<file path="src/rtl/fifo_wr_ptr_full.sv">
// Write-domain pointer and full-flag controller for an asynchronous FIFO.
// Keeps the binary/Gray write pointers and derives full, almost-full and fill level.
module fifo_wr_ptr_full #(
    parameter int ADDR_WIDTH = 3,
    parameter int AF_LEVEL   = 6
) (
    input  logic                  clk,
    input  logic                  rst,
    input  logic                  w_inc,
    input  logic [ADDR_WIDTH:0]   wq2_rptr,
    output logic                  w_en,
    output logic [ADDR_WIDTH-1:0] w_addr,
    output logic [ADDR_WIDTH:0]   w_ptr,
    output logic                  w_full,
    output logic                  w_almost_full,
    output logic [ADDR_WIDTH:0]   w_level
);

    localparam int AW = ADDR_WIDTH;
    localparam logic [AW:0] AF_THRESH = (AW+1)'(AF_LEVEL);

    logic [AW:0] wbin;
    logic [AW:0] wbin_next;
    logic [AW:0] gnext;
    logic [AW:0] rbin;
    logic [AW:0] level_next;
    logic        write_ok;
    logic        full_next;

    assign write_ok  = w_inc & ~w_full;
    assign w_en      = write_ok;
    assign w_addr    = wbin[AW-1:0];
    assign wbin_next = wbin + {{AW{1'b0}}, write_ok};
    assign gnext     = wbin_next ^ (wbin_next >> 1);

    // Full when the next write pointer sits exactly one lap ahead of the read pointer.
    assign full_next  = (gnext == {~wq2_rptr[AW:AW-1], wq2_rptr[AW-2:0]});
    assign level_next = wbin_next - rbin;

    // NOTE: every bit gets a default before the loop so no latch can be inferred.
    always_comb begin
        rbin = '0;
        for (int i = 0; i <= AW; i++) begin
            rbin[i] = ^(wq2_rptr >> i);
        end
    end

    // NOTE: state uses non-blocking assignments so all flops update together at the edge.
    always_ff @(posedge clk) begin
        if (rst) begin
            wbin          <= '0;
            w_ptr         <= '0;
            w_full        <= 1'b0;
            w_almost_full <= 1'b0;
            w_level       <= '0;
        end else begin
            wbin          <= wbin_next;
            w_ptr         <= gnext;
            w_full        <= full_next;
            w_almost_full <= (level_next >= AF_THRESH);
            w_level       <= level_next;
        end
    end

endmodule
</file>
<file path="config.mk">
export PLATFORM = sky130hd
export DESIGN_NAME = fifo_wr_ptr_full
export DESIGN_NICKNAME = d
export VERILOG_FILES = /design/src/rtl/fifo_wr_ptr_full.sv
export SDC_FILE = /design/constraint.sdc
export NUM_CORES = 1
export LEC_CHECK = 0
export ABC_AREA = 0
export CORE_MARGIN = 3
export CORE_UTILIZATION = 45
export CTS_BUF_LIST = sky130_fd_sc_hd__clkbuf_8 sky130_fd_sc_hd__clkbuf_16
export DETAILED_ROUTE_END_ITERATION = 10
export GPL_TIMING_DRIVEN = 0
export HOLD_SLACK_MARGIN = 0.05
export PLACE_DENSITY = 0.8
export SLEW_MARGIN = 40
export SYNTH_ARGS = -nofsm -noshare
export SYNTH_HDL_FRONTEND = slang
export SYNTH_SLANG_ARGS = --single-unit
</file>
<file path="constraint.sdc">
create_clock -name clk -period 5.13 [get_ports clk]
set_input_delay 1.2825 -clock clk [delete_from_list [all_inputs] [get_ports clk]]
set_output_delay 1.2825 -clock clk [all_outputs]
set_load 0.01 [all_outputs]
</file>
==> results of run 1 <==
worst max-delay path, delay by kind of cell:
kind                   cells  cell delay, ps
buffers and inverters      2            1010
and+or+nand+nor            1             170
sequential cells by signal, indices dropped and copies added (netlist names):
name	count
w_level	4
w_ptr	4
wbin	3
w_almost_full	1
w_full	1
placed cells by master (no fill, tap or decap), drive strengths merged:
cell           count
dfxtp             13
nand2              2
nor2              10
a21o               1
fa                 1
inv                5
a21oi              1
clkbuf             4
xnor2             10
nor2b              2
nor3               1
or3                2
ha                 5
clkdlybuf4s50     20
nand3              1
xor2               6
o21ai              1
path summary, 6_finish.rpt:
path                                from             to  slack (ps)  cells past startpoint
worst max-delay path               w_inc           w_en        1390                      3
worst min-delay path            w_ptr[3]       w_ptr[3]         600                      2
worst max register to register    w_full  w_almost_full        2960                      8
worst min register to register  w_ptr[3]       w_ptr[3]         600                      2
cells by family after synthesis:
| logic type | after synthesis | share of synthesized area |
|---|---|---|
| flops | 13 | 0.431 |
| xor+xnor | 16 | 0.232 |
| simple gates | 18 | 0.141 |
| fa+ha+maj | 6 | 0.137 |
| buf+inv | 5 | 0.0310 |
| compound gates | 3 | 0.0290 |
through the flow:
stage               instances  worst slack (ps)  hold WS, ps  area (µm²)
finish                     99              1390          605         867
global route               99              1300          644         867
CTS                        99              1380          615         867
detailed placement         95              1390          599         822
global placement           95              1400          586         822
floorplan                  61              2030          612         604
area by class of cell:
class,instances,share of cell area
timing repair buffer,20,0.231
tap,14,0.0202
sequential,13,0.300
multi-input combinational,43,0.375
inverter,4,0.0173
clock buffer,3,0.0476
clock inverter,1,0.00433
buffer,1,0.00433
report_power, final:
part	total [mW]	switching, mW	internal, mW
Combinational	0.107	0.0482	0.0589
Clock	0.0888	0.0360	0.0528
Sequential	0.121	0.00442	0.117
metal layers:
layer	track usage	vias to the layer above
met5	0	-
met3	0.0773	3
met4	0.0932	0
met2	0.216	11
li1	-	238
met1	0.176	200
==> metrics.cfg, run 1 <==
[outcome]
status=complete, no violations

[drt]
wl_met2_um=552
wl_um=1130
ant_nets=0
drc=0
wl_per_cell_um=11.4
drt-pass1-iter-count=2
top_layer_used=met4
vias=452
wl_met1_um=483
first_iter_violations=3
viasPerCell=4.57
wl_met3_um=64

[sta]
fmax_mhz=267
period_share=0.729
slew-limit-headroom=0.724
finClkSkew_ps=1.27
rsz0062_at_grt=false
final-hold-violation-count=0
tns_ps=0
finalSetupViolCount=0
maxSlewViolCount=0
period_minus_slack_ps=3740
worst_slew_pin_slew_ps=415

[placed_design]
hpwl_um=936
place.gp.congestion=0.785
io_buffers=20

[grt]
grtUsageTotal=0.151
grt-ovfl-total=0
grt_max_degree=11
grt_pass1_wl_um=1950
grt_pass1_vias=454
antenna_found_initial=0

[finish]
multi_input_area_um2=325
syn2layout_area_growth_pct=43.5
seq_area_um2=260
fillerInstances=110
fin_nets=99
final_util=0.731
drive_gt1_frac=0.0471
antennaDiodeCount=0

[yosys]
synth_top_cells_by_area=dfxtp_1, xnor2_1, ha_1
yosysWarningCount=0
synth-main-ff-cell=dfxtp_1
synth_most_common_cell=dfxtp_1
syn_area_per_cell_um2=9.91
synth_fp_nets=74
synth_area_um2=604
yosys.area.top_type=dfxtp_1
yosys.cell_types.count=16
synth_common_cells=dfxtp_1, nor2_1, xnor2_1
ys_seq_area_frac=0.431
syn_inst=61
async_flop_share=0
synth_top_area_share=0.431
synth_edf_count=0
ys_seq_elements=13

[cts]
ctsHoldBuffers=0
cts_max_path_buffers=2
cts_tree=yes
numClockSinks=13
cts.clk_slew.worst_paths_ps=50
cts_resized=0
htree_levels=1
cts_buffers=3
clk-insertion-delay-late_ps=240
root_buffer=clkbuf_8
post-cts-setup-buffers=0

[critical_path]
critPathMaxStageDelay_ps=560
crit_path_start_kind=input port
cp.required_ps=3850
arrival_ps=2460
slowest_stage=clkdlybuf4s50_1
cp_max_fo=2
path_class=input port to output pin
cp_cell_sequence=clkdlybuf4s50_1 > nor2b_1 > clkdlybuf4s50_1
endpoint_kind=output pin
cp_common_cell=clkdlybuf4s50_1

[floorplanning]
start_util=0.509
dieWidth_um=42.6
io-pin-count=21
core_mm2=0.00119
die_h_um=42.6
rows=12
die-area_mm2=0.00182

[job]
cap_violations=0

[worst_hold_path]
hold_path_class=register to register

[power]
power_mw=0.317
power_density_mw_per_mm2=366
peakVddDrop_uv=352
leakagePower_nw=0.362

Note: power is estimated with default switching activity, not from simulation.
==> run 2: changes to the inputs <==
--- a/config.mk
+++ b/config.mk
@@ -7,12 +7,12 @@
 export LEC_CHECK = 0
 export ABC_AREA = 0
 export CORE_MARGIN = 3
-export CORE_UTILIZATION = 45
+export CORE_UTILIZATION = 38
 export CTS_BUF_LIST = sky130_fd_sc_hd__clkbuf_8 sky130_fd_sc_hd__clkbuf_16
 export DETAILED_ROUTE_END_ITERATION = 10
 export GPL_TIMING_DRIVEN = 0
 export HOLD_SLACK_MARGIN = 0.05
-export PLACE_DENSITY = 0.8
+export PLACE_DENSITY = 0.72
 export SLEW_MARGIN = 40
 export SYNTH_ARGS = -nofsm -noshare
 export SYNTH_HDL_FRONTEND = slang
==> constraint.sdc (replaced) <==
create_clock -name clk -period 3.12 [get_ports clk]
set_input_delay 0.78 -clock clk [delete_from_list [all_inputs] [get_ports clk]]
set_output_delay 0.78 -clock clk [all_outputs]
set_load 0.01 [all_outputs]
==> metrics.cfg, run 2 (synthesized netlist as in run 1, its figures left out) <==
[sta]
maxSlewViolCount=0
layout_setup_ws_ps=212
fmax_mhz=344
whs_ps=602
slew-limit-headroom=0.714
final-hold-violation-count=0
finalSetupViolCount=0
period_minus_slack_ps=2910
rsz0062_at_grt=false
tns_ps=0
period_share=0.932
worst_slew_pin_slew_ps=428
finClkSkew_ps=0.428

[worst_hold_path]
hold_path_class=register to register
worstHoldStart=w_ptr[3]

[job]
cap_violations=0

[finish]
drive_gt1_frac=0.0471
antennaDiodeCount=0
final_area_um2=868
mostFrequentLayoutCells=clkdlybuf4s50_1, dfxtp_1, xnor2_1, nor2_1, xor2_1
reg.largest.list=w_level x4, w_ptr x4, wbin x3
fin_nets=99
mostFrequentLayoutCell=clkdlybuf4s50_1
syn2layout_area_growth_pct=43.7

[cts]
cts_resized=0
cts_tree=yes
cts.clk_slew.worst_paths_ps=50
cts_buffers=3
cts_max_path_buffers=2
clk-insertion-delay-late_ps=240
numClockSinks=13
post-cts-setup-buffers=0
htree_levels=1
root_buffer=clkbuf_8
ctsHoldBuffers=0

[floorplanning]
core_mm2=0.00140
die-area_mm2=0.00210
io-pin-count=21
die_h_um=45.9
start_util=0.432
dieWidth_um=45.9
rows=13

[critical_path]
cp_cell_sequence=clkdlybuf4s50_1 > xnor2_1 > xor2_1 > xnor2_1 > ha_1 > fa_1 > xor2_1 > or3_1 > o21ai_0
endpoint_kind=register
arrival_ps=3080
worstSetupStartpoint=wq2_rptr[3]
path_class=input port to register
cp.required_ps=3290
critPathMaxStageDelay_ps=450
cp_max_fo=3
r2r_start=w_full
crit_path_start_kind=input port
slowest_stage=clkdlybuf4s50_1

[grt]
grt-ovfl-total=0
grt_max_degree=11
grtUsageTotal=0.127
grt_pass1_wl_um=1890
antenna_found_initial=0
grt_pass1_vias=476

[drt]
wl_um=1120
ant_nets=0
vias=460
drc=0
viasPerCell=4.60
first_iter_violations=1
wl_per_cell_um=11.2
drt-pass1-iter-count=2

[power]
peakVddDrop_uv=274
leakagePower_nw=0.362
power_density_mw_per_mm2=598

[placed_design]
io_buffers=20
hpwl_um=895
place_ws_ps=-31.8
place.gp.congestion=0.736
place_area_um2=823

[outcome]
status=complete, no violations

run 2: cell counts in the layout (fill, tap and decap cells not counted):
Identical to the previous run, type by type.
run 2: report_power, final:
part | total (mW) | switching (mW) | internal, mW
Combinational | 0.175 | 0.0789 | 0.0961
Sequential | 0.200 | 0.00773 | 0.192
Clock | 0.144 | 0.0575 | 0.0867
Total | 0.519 | 0.144 | 0.375
run 2: layout make-up:
type                    count  area, µm²
plain buffers               1       3.75
clock buffers               3       41.3
clock inverters             1       3.75
fillers                   118        531
inverters                   4       15.0
multi-input cells          43        325
flip-flops and latches     13        260
well taps                  15       18.8
repair buffers             20        200
run 2: through the flow:
| step | cells | util | power, mW |
|---|---|---|---|
| 2_1_floorplan | 61 | - | 0.303 |
| 3_3_place_gp | 96 | 0.589 | 0.377 |
| 3_5_place_dp | 96 | 0.589 | 0.379 |
| 4_1_cts | 100 | 0.621 | 0.523 |
| 5_1_grt | 100 | 0.621 | 0.552 |
| 6_report | 100 | 0.621 | 0.519 |
run 2: layer usage:
metal	wire [µm]	vias to the layer above	GRT usage	part of all wire
met1	510	204	0.142	0.46
li1	-	239	-	-
met4	22	0	0.0682	0.020
met3	73	2	0.0435	0.065
met5	0	-	0	0
met2	514	15	0.209	0.46
run 2: path summary, 6_finish.rpt:
path | endpoint | cells past startpoint | slack (ps)
worst max register to register | w_almost_full | 8 | 960
worst min-delay path | w_ptr[3] | 2 | 600
worst max-delay path | w_almost_full | 9 | 210
worst min register to register | w_ptr[3] | 2 | 600
run 2: critical path, delay by kind of cell:
kind / cells / cell delay, ps
XOR/XNOR: 4 / 860
adder cells (fa/ha/maj): 2 / 620
buffers and inverters: 1 / 450
AND/OR/NAND/NOR: 1 / 300
AO/OA/AOI/OAI: 1 / 70
==> RTL change 1 (config.mk and constraints of run 1) <==
`AF_LEVEL`: 6 -> 3.
--- a/src/rtl/fifo_wr_ptr_full.sv
+++ b/src/rtl/fifo_wr_ptr_full.sv
@@ -3,5 +3,5 @@
 module fifo_wr_ptr_full #(
     parameter int ADDR_WIDTH = 3,
-    parameter int AF_LEVEL   = 6
+    parameter int AF_LEVEL   = 3
 ) (
     input  logic                  clk,
Behaviour: not the same (a bounded check fails within 4 cycles, from zero or initial values and one cycle with rst high).
==> RTL change 1 against run 1 <==
- combinational power grew 11%
- worst setup slack lost 0.024 ns
- utilization shrank 3.5 points
- cell area grew 11%
- sequential cell count is the same
- synthesized area grew 16%
- sequential share of layout area shrank 3.0 points
- total power grew 4.4%
- routed wire length grew 23%
==> RTL change 1: results (changes against run 1) <==
Outcome
  • Status: completed (unchanged)

Global route
  • Total GRT Usage: 16.27% (was 15.11%)
  • Met3 usage: 2.372% (was 7.725%)
  • GR Layer Usage met1: 19.46% (was 17.57%)
  • M2 GR Usage: 28.41% (was 21.56%)
  • Vias in the first global route: 567 (was 454)

Finish
  • Fin nets: 107 (was 99)
  • Comb_multi_in: 50 (was 43)
  • ClkCell Share: 4.681% (was 5.195%)
  • Multi-input logic portion of the cell area: 42.65% (was 37.52%)
  • Sequential cells: 13 (unchanged)
  • Signal buffers: 22 (was 21)
  • FILL cells: 120 (was 110)
  • Final Cell Area: 962.2 µm² (was 867.1 µm²)
  • Non-clock buffer area fraction after layout: 21.72% (was 23.52%)
  • Seq area share: 27.05% (was 30.01%)
  • Share of layout cells above drive strength 1: 9.574% (was 4.706%)

Placement
  • Pre-CTS setup slack: 1.095 ns (was 1.388 ns)
  • Detailed Place HPWL: 1086 µm (was 936 µm)
  • Post-placement cell area: 917.1 µm² (was 822.0 µm²)

Worst setup path
  • CP peak stage delay: 0.45 ns (was 0.56 ns)
  • CP Max Fanout: 5 (was 2)
  • Reg2Reg Setup Slack: 2.58 ns (was 2.96 ns)
  • Family with the most delay on the worst path: adder cells (was buffers and inverters)
  • Setup crit end kind: flop (was output port)

Timing
  • Slew HR: 68.60% (was 72.36%)
  • Final hold slack: 0.6117 ns (was 0.6046 ns)
  • Worst Skew: 0.007109 ns (was 0.001275 ns)
  • Max Fclk: 265.7 MHz (was 267.4 MHz)

Worst hold path
  • Worst Hold Launch: wbin[2] (was w_ptr[3])

Yosys
  • Top post-synthesis cells by area: dfxtp_1, ha_1, xnor2_1, xor2_1, nor2_1 (was dfxtp_1, xnor2_1, ha_1, xor2_1, nor2_1)
  • Synthesized cell area: 698.2 µm² (was 604.3 µm²)

Power
  • Lkg Pwr: 0.4300 nW (was 0.3622 nW)
  • Sw Pwr: 96.11 µW (was 88.62 µW)
  • VDD IR max: 241.1 µV (was 352.1 µV)

Drt
  • Drt total wl: 1384 µm (was 1127 µm)
  • Vias: 564 (was 452)
  • Wire per inst: 12.70 µm (was 11.38 µm)
[RTL change 1: cell families (layout without fill, tap and decap cells)]
logic type | Yosys count | in the layout | share of synthesized area (%)
AND/OR/NAND/NOR | 24 | 24 | 17.74
multiplexers | 1 | 1 | 1.434
XOR/XNOR | 13 | 13 | 22.22
adder cells (fa/ha/maj) | 5 | 5 | 8.961
AO/OA/AOI/OAI | 7 | 7 | 8.423
flip-flops | 13 | 13 | 37.28
buffers and inverters | 7 | 31 | 3.942
[RTL change 1: metal layers]
metal  part of all wire, %  wire length, µm
met4                   1.4               19
met1                    42              586
met5                     0                0
met3                   3.6               50
met2                    53              727
[RTL change 1: power groups by stage]
stage	combinational, mW	sequential (mW)	clock (mW)
after floorplan	0.0599	0.133	0
after global placement	0.115	0.124	0
after detailed placement	0.120	0.124	0
after CTS	0.121	0.122	0.0909
after global routing	0.132	0.124	0.0958
final	0.119	0.122	0.0899
==> RTL change 2 (config.mk and constraints of run 1) <==
Without the edit above. Put one more register stage on the output `w_level`, without a reset. The value now appears one clock later. The other outputs are not delayed to match.
--- a/src/rtl/fifo_wr_ptr_full.sv
+++ b/src/rtl/fifo_wr_ptr_full.sv
@@ -19,4 +19,6 @@
     localparam int AW = ADDR_WIDTH;
     localparam logic [AW:0] AF_THRESH = (AW+1)'(AF_LEVEL);
+
+    logic [ADDR_WIDTH:0] w_level_s0;
 
     logic [AW:0] wbin;
@@ -53,5 +55,5 @@
             w_full        <= 1'b0;
             w_almost_full <= 1'b0;
-            w_level       <= '0;
+            w_level_s0    <= '0;
         end else begin
             wbin          <= wbin_next;
@@ -59,7 +61,11 @@
             w_full        <= full_next;
             w_almost_full <= (level_next >= AF_THRESH);
-            w_level       <= level_next;
+            w_level_s0    <= level_next;
         end
     end
 
+    always_ff @(posedge clk) begin
+        w_level <= w_level_s0;
+    end
+
 endmodule
Function: changed (a bounded check fails within 4 cycles, from zero or initial values and one cycle with rst high).
==> RTL change 2 against run 1 <==
- synthesized area rose by 13%
- cell area is 9.5% higher
- routed wire length grew 8.3%
- sequential share of layout area is 5.8 points higher
- clock power is 8.8% higher
- register-to-register slack improved by 0.02 ns
- global-route usage barely moved
- worst setup slack got worse by 0.059 ns
- total power up 15%
- sequential cell count rose by 4
- critical endpoint unchanged
- largest cell class is now registers
- highest routed layer unchanged
==> RTL change 2: results (changes against run 1) <==
Drt
  • Vias: 490 (was 452)
  • Routed length on met3: 65 µm (was 64 µm)
  • DR iter-0 viols: 5 (was 3)
  • Met2 WL: 603 µm (was 552 µm)
  • Wire per inst: 11.73 µm (was 11.38 µm)
  • DR pass1 iterations: 4 (was 2)
  • Met1 WL: 496 µm (was 483 µm)

Power
  • VDD IR max: 303.5 µV (was 352.1 µV)
  • Lkg Pwr: 0.3941 nW (was 0.3622 nW)

Global route
  • M2 GR Usage: 25.14% (was 21.56%)
  • Total GRT Usage: 15.14% (was 15.11%)
  • Gr busiest metal: met2 (unchanged)
  • GR Layer Usage met1: 15.35% (was 17.57%)

Finish
  • Area Overhead vs Synth: 38.76% (was 43.48%)
  • Share of layout cells above drive strength 1: 5.618% (was 4.706%)
  • FILL cells: 116 (was 110)
  • ClkCell Share: 4.875% (was 5.195%)
  • Signal buffers: 21 (unchanged)
  • Non-clock buffer area fraction after layout: 21.48% (was 23.52%)
  • Biggest regs: w_level (4), w_level_s0 (4), w_ptr (4) (was w_level (4), w_ptr (4), wbin (3))
  • Footprint of the multi-input gates: 325.3 µm² (unchanged)
  • Antenna fix cells: 0 (unchanged)
  • Seq area share: 35.84% (was 30.01%)

Placement
  • Post-placement cell area: 903.4 µm² (was 822.0 µm²)
  • Placed insts: 100 (was 95)
  • Detailed Place HPWL: 1006 µm (was 936 µm)
  • Pre-CTS setup slack: 1.316 ns (was 1.388 ns)

Outcome
  • Status: completed (unchanged)

Yosys
  • Synth async-reset ratio: 0% (unchanged)
  • List of most frequent post-synthesis cells: dfxtp_1, nor2_1, xnor2_1, xor2_1, ha_1 (unchanged)
  • FF+latch count, synth: 17 (was 13)
  • Top post-synthesis cells by area: dfxtp_1, xnor2_1, ha_1, xor2_1, nor2_1 (unchanged)
  • Syn_area_per_cell: 10.53 µm² (was 9.907 µm²)
  • Cells after synthesis: 65 (was 61)
  • Register area share after synthesis: 49.73% (was 43.06%)

Timing
  • Worst Tran Pin Value: 0.4177 ns (was 0.4146 ns)
  • Period utilization: 74.04% (was 72.89%)
  • Worst Skew: 0.0007939 ns (was 0.001275 ns)

Clocking
  • # H-tree levels: 1 (unchanged)

Worst hold path
  • Worst Hold Launch: w_level_s0[0] (was w_ptr[3])
  • Worst min-delay path class: flop to flop (unchanged)

Worst setup path
  • WP data arrival: 2.52 ns (was 2.46 ns)
[RTL change 2: path summary, 6_finish.rpt]
check / to / slack (ns) / cells after the start
max: w_en / 1.33 / 3
min reg2reg: w_level[0] / 0.33 / 0
max reg2reg: w_almost_full / 2.98 / 8
min: w_level[0] / 0.33 / 0
[RTL change 2: cells by family (layout without fill, tap and decap cells)]
logic type	count (synthesis)	in the layout	share of synthesized area, %
fa+ha+maj	6	6	12.07
simple gates	18	18	12.43
buf+inv	5	29	2.741
compound gates	3	3	2.558
flops	17	17	49.73
xor+xnor	16	16	20.47
[RTL change 2: power by group]
group	leakage [nW]	switching (mW)	internal, mW	total [mW]
Combinational	0.228	0.0479	0.0585	0.106
Clock	0.0255	0.0428	0.0538	0.0966
Sequential	0.140	0.00598	0.156	0.161
Total	0.394	0.0967	0.268	0.364
[RTL change 2: worst max-delay path, cell delays in order]
cell and delay [ns]:
clkdlybuf4s50_1 0.46, nor2b_1 0.21, clkdlybuf4s50_1 0.57
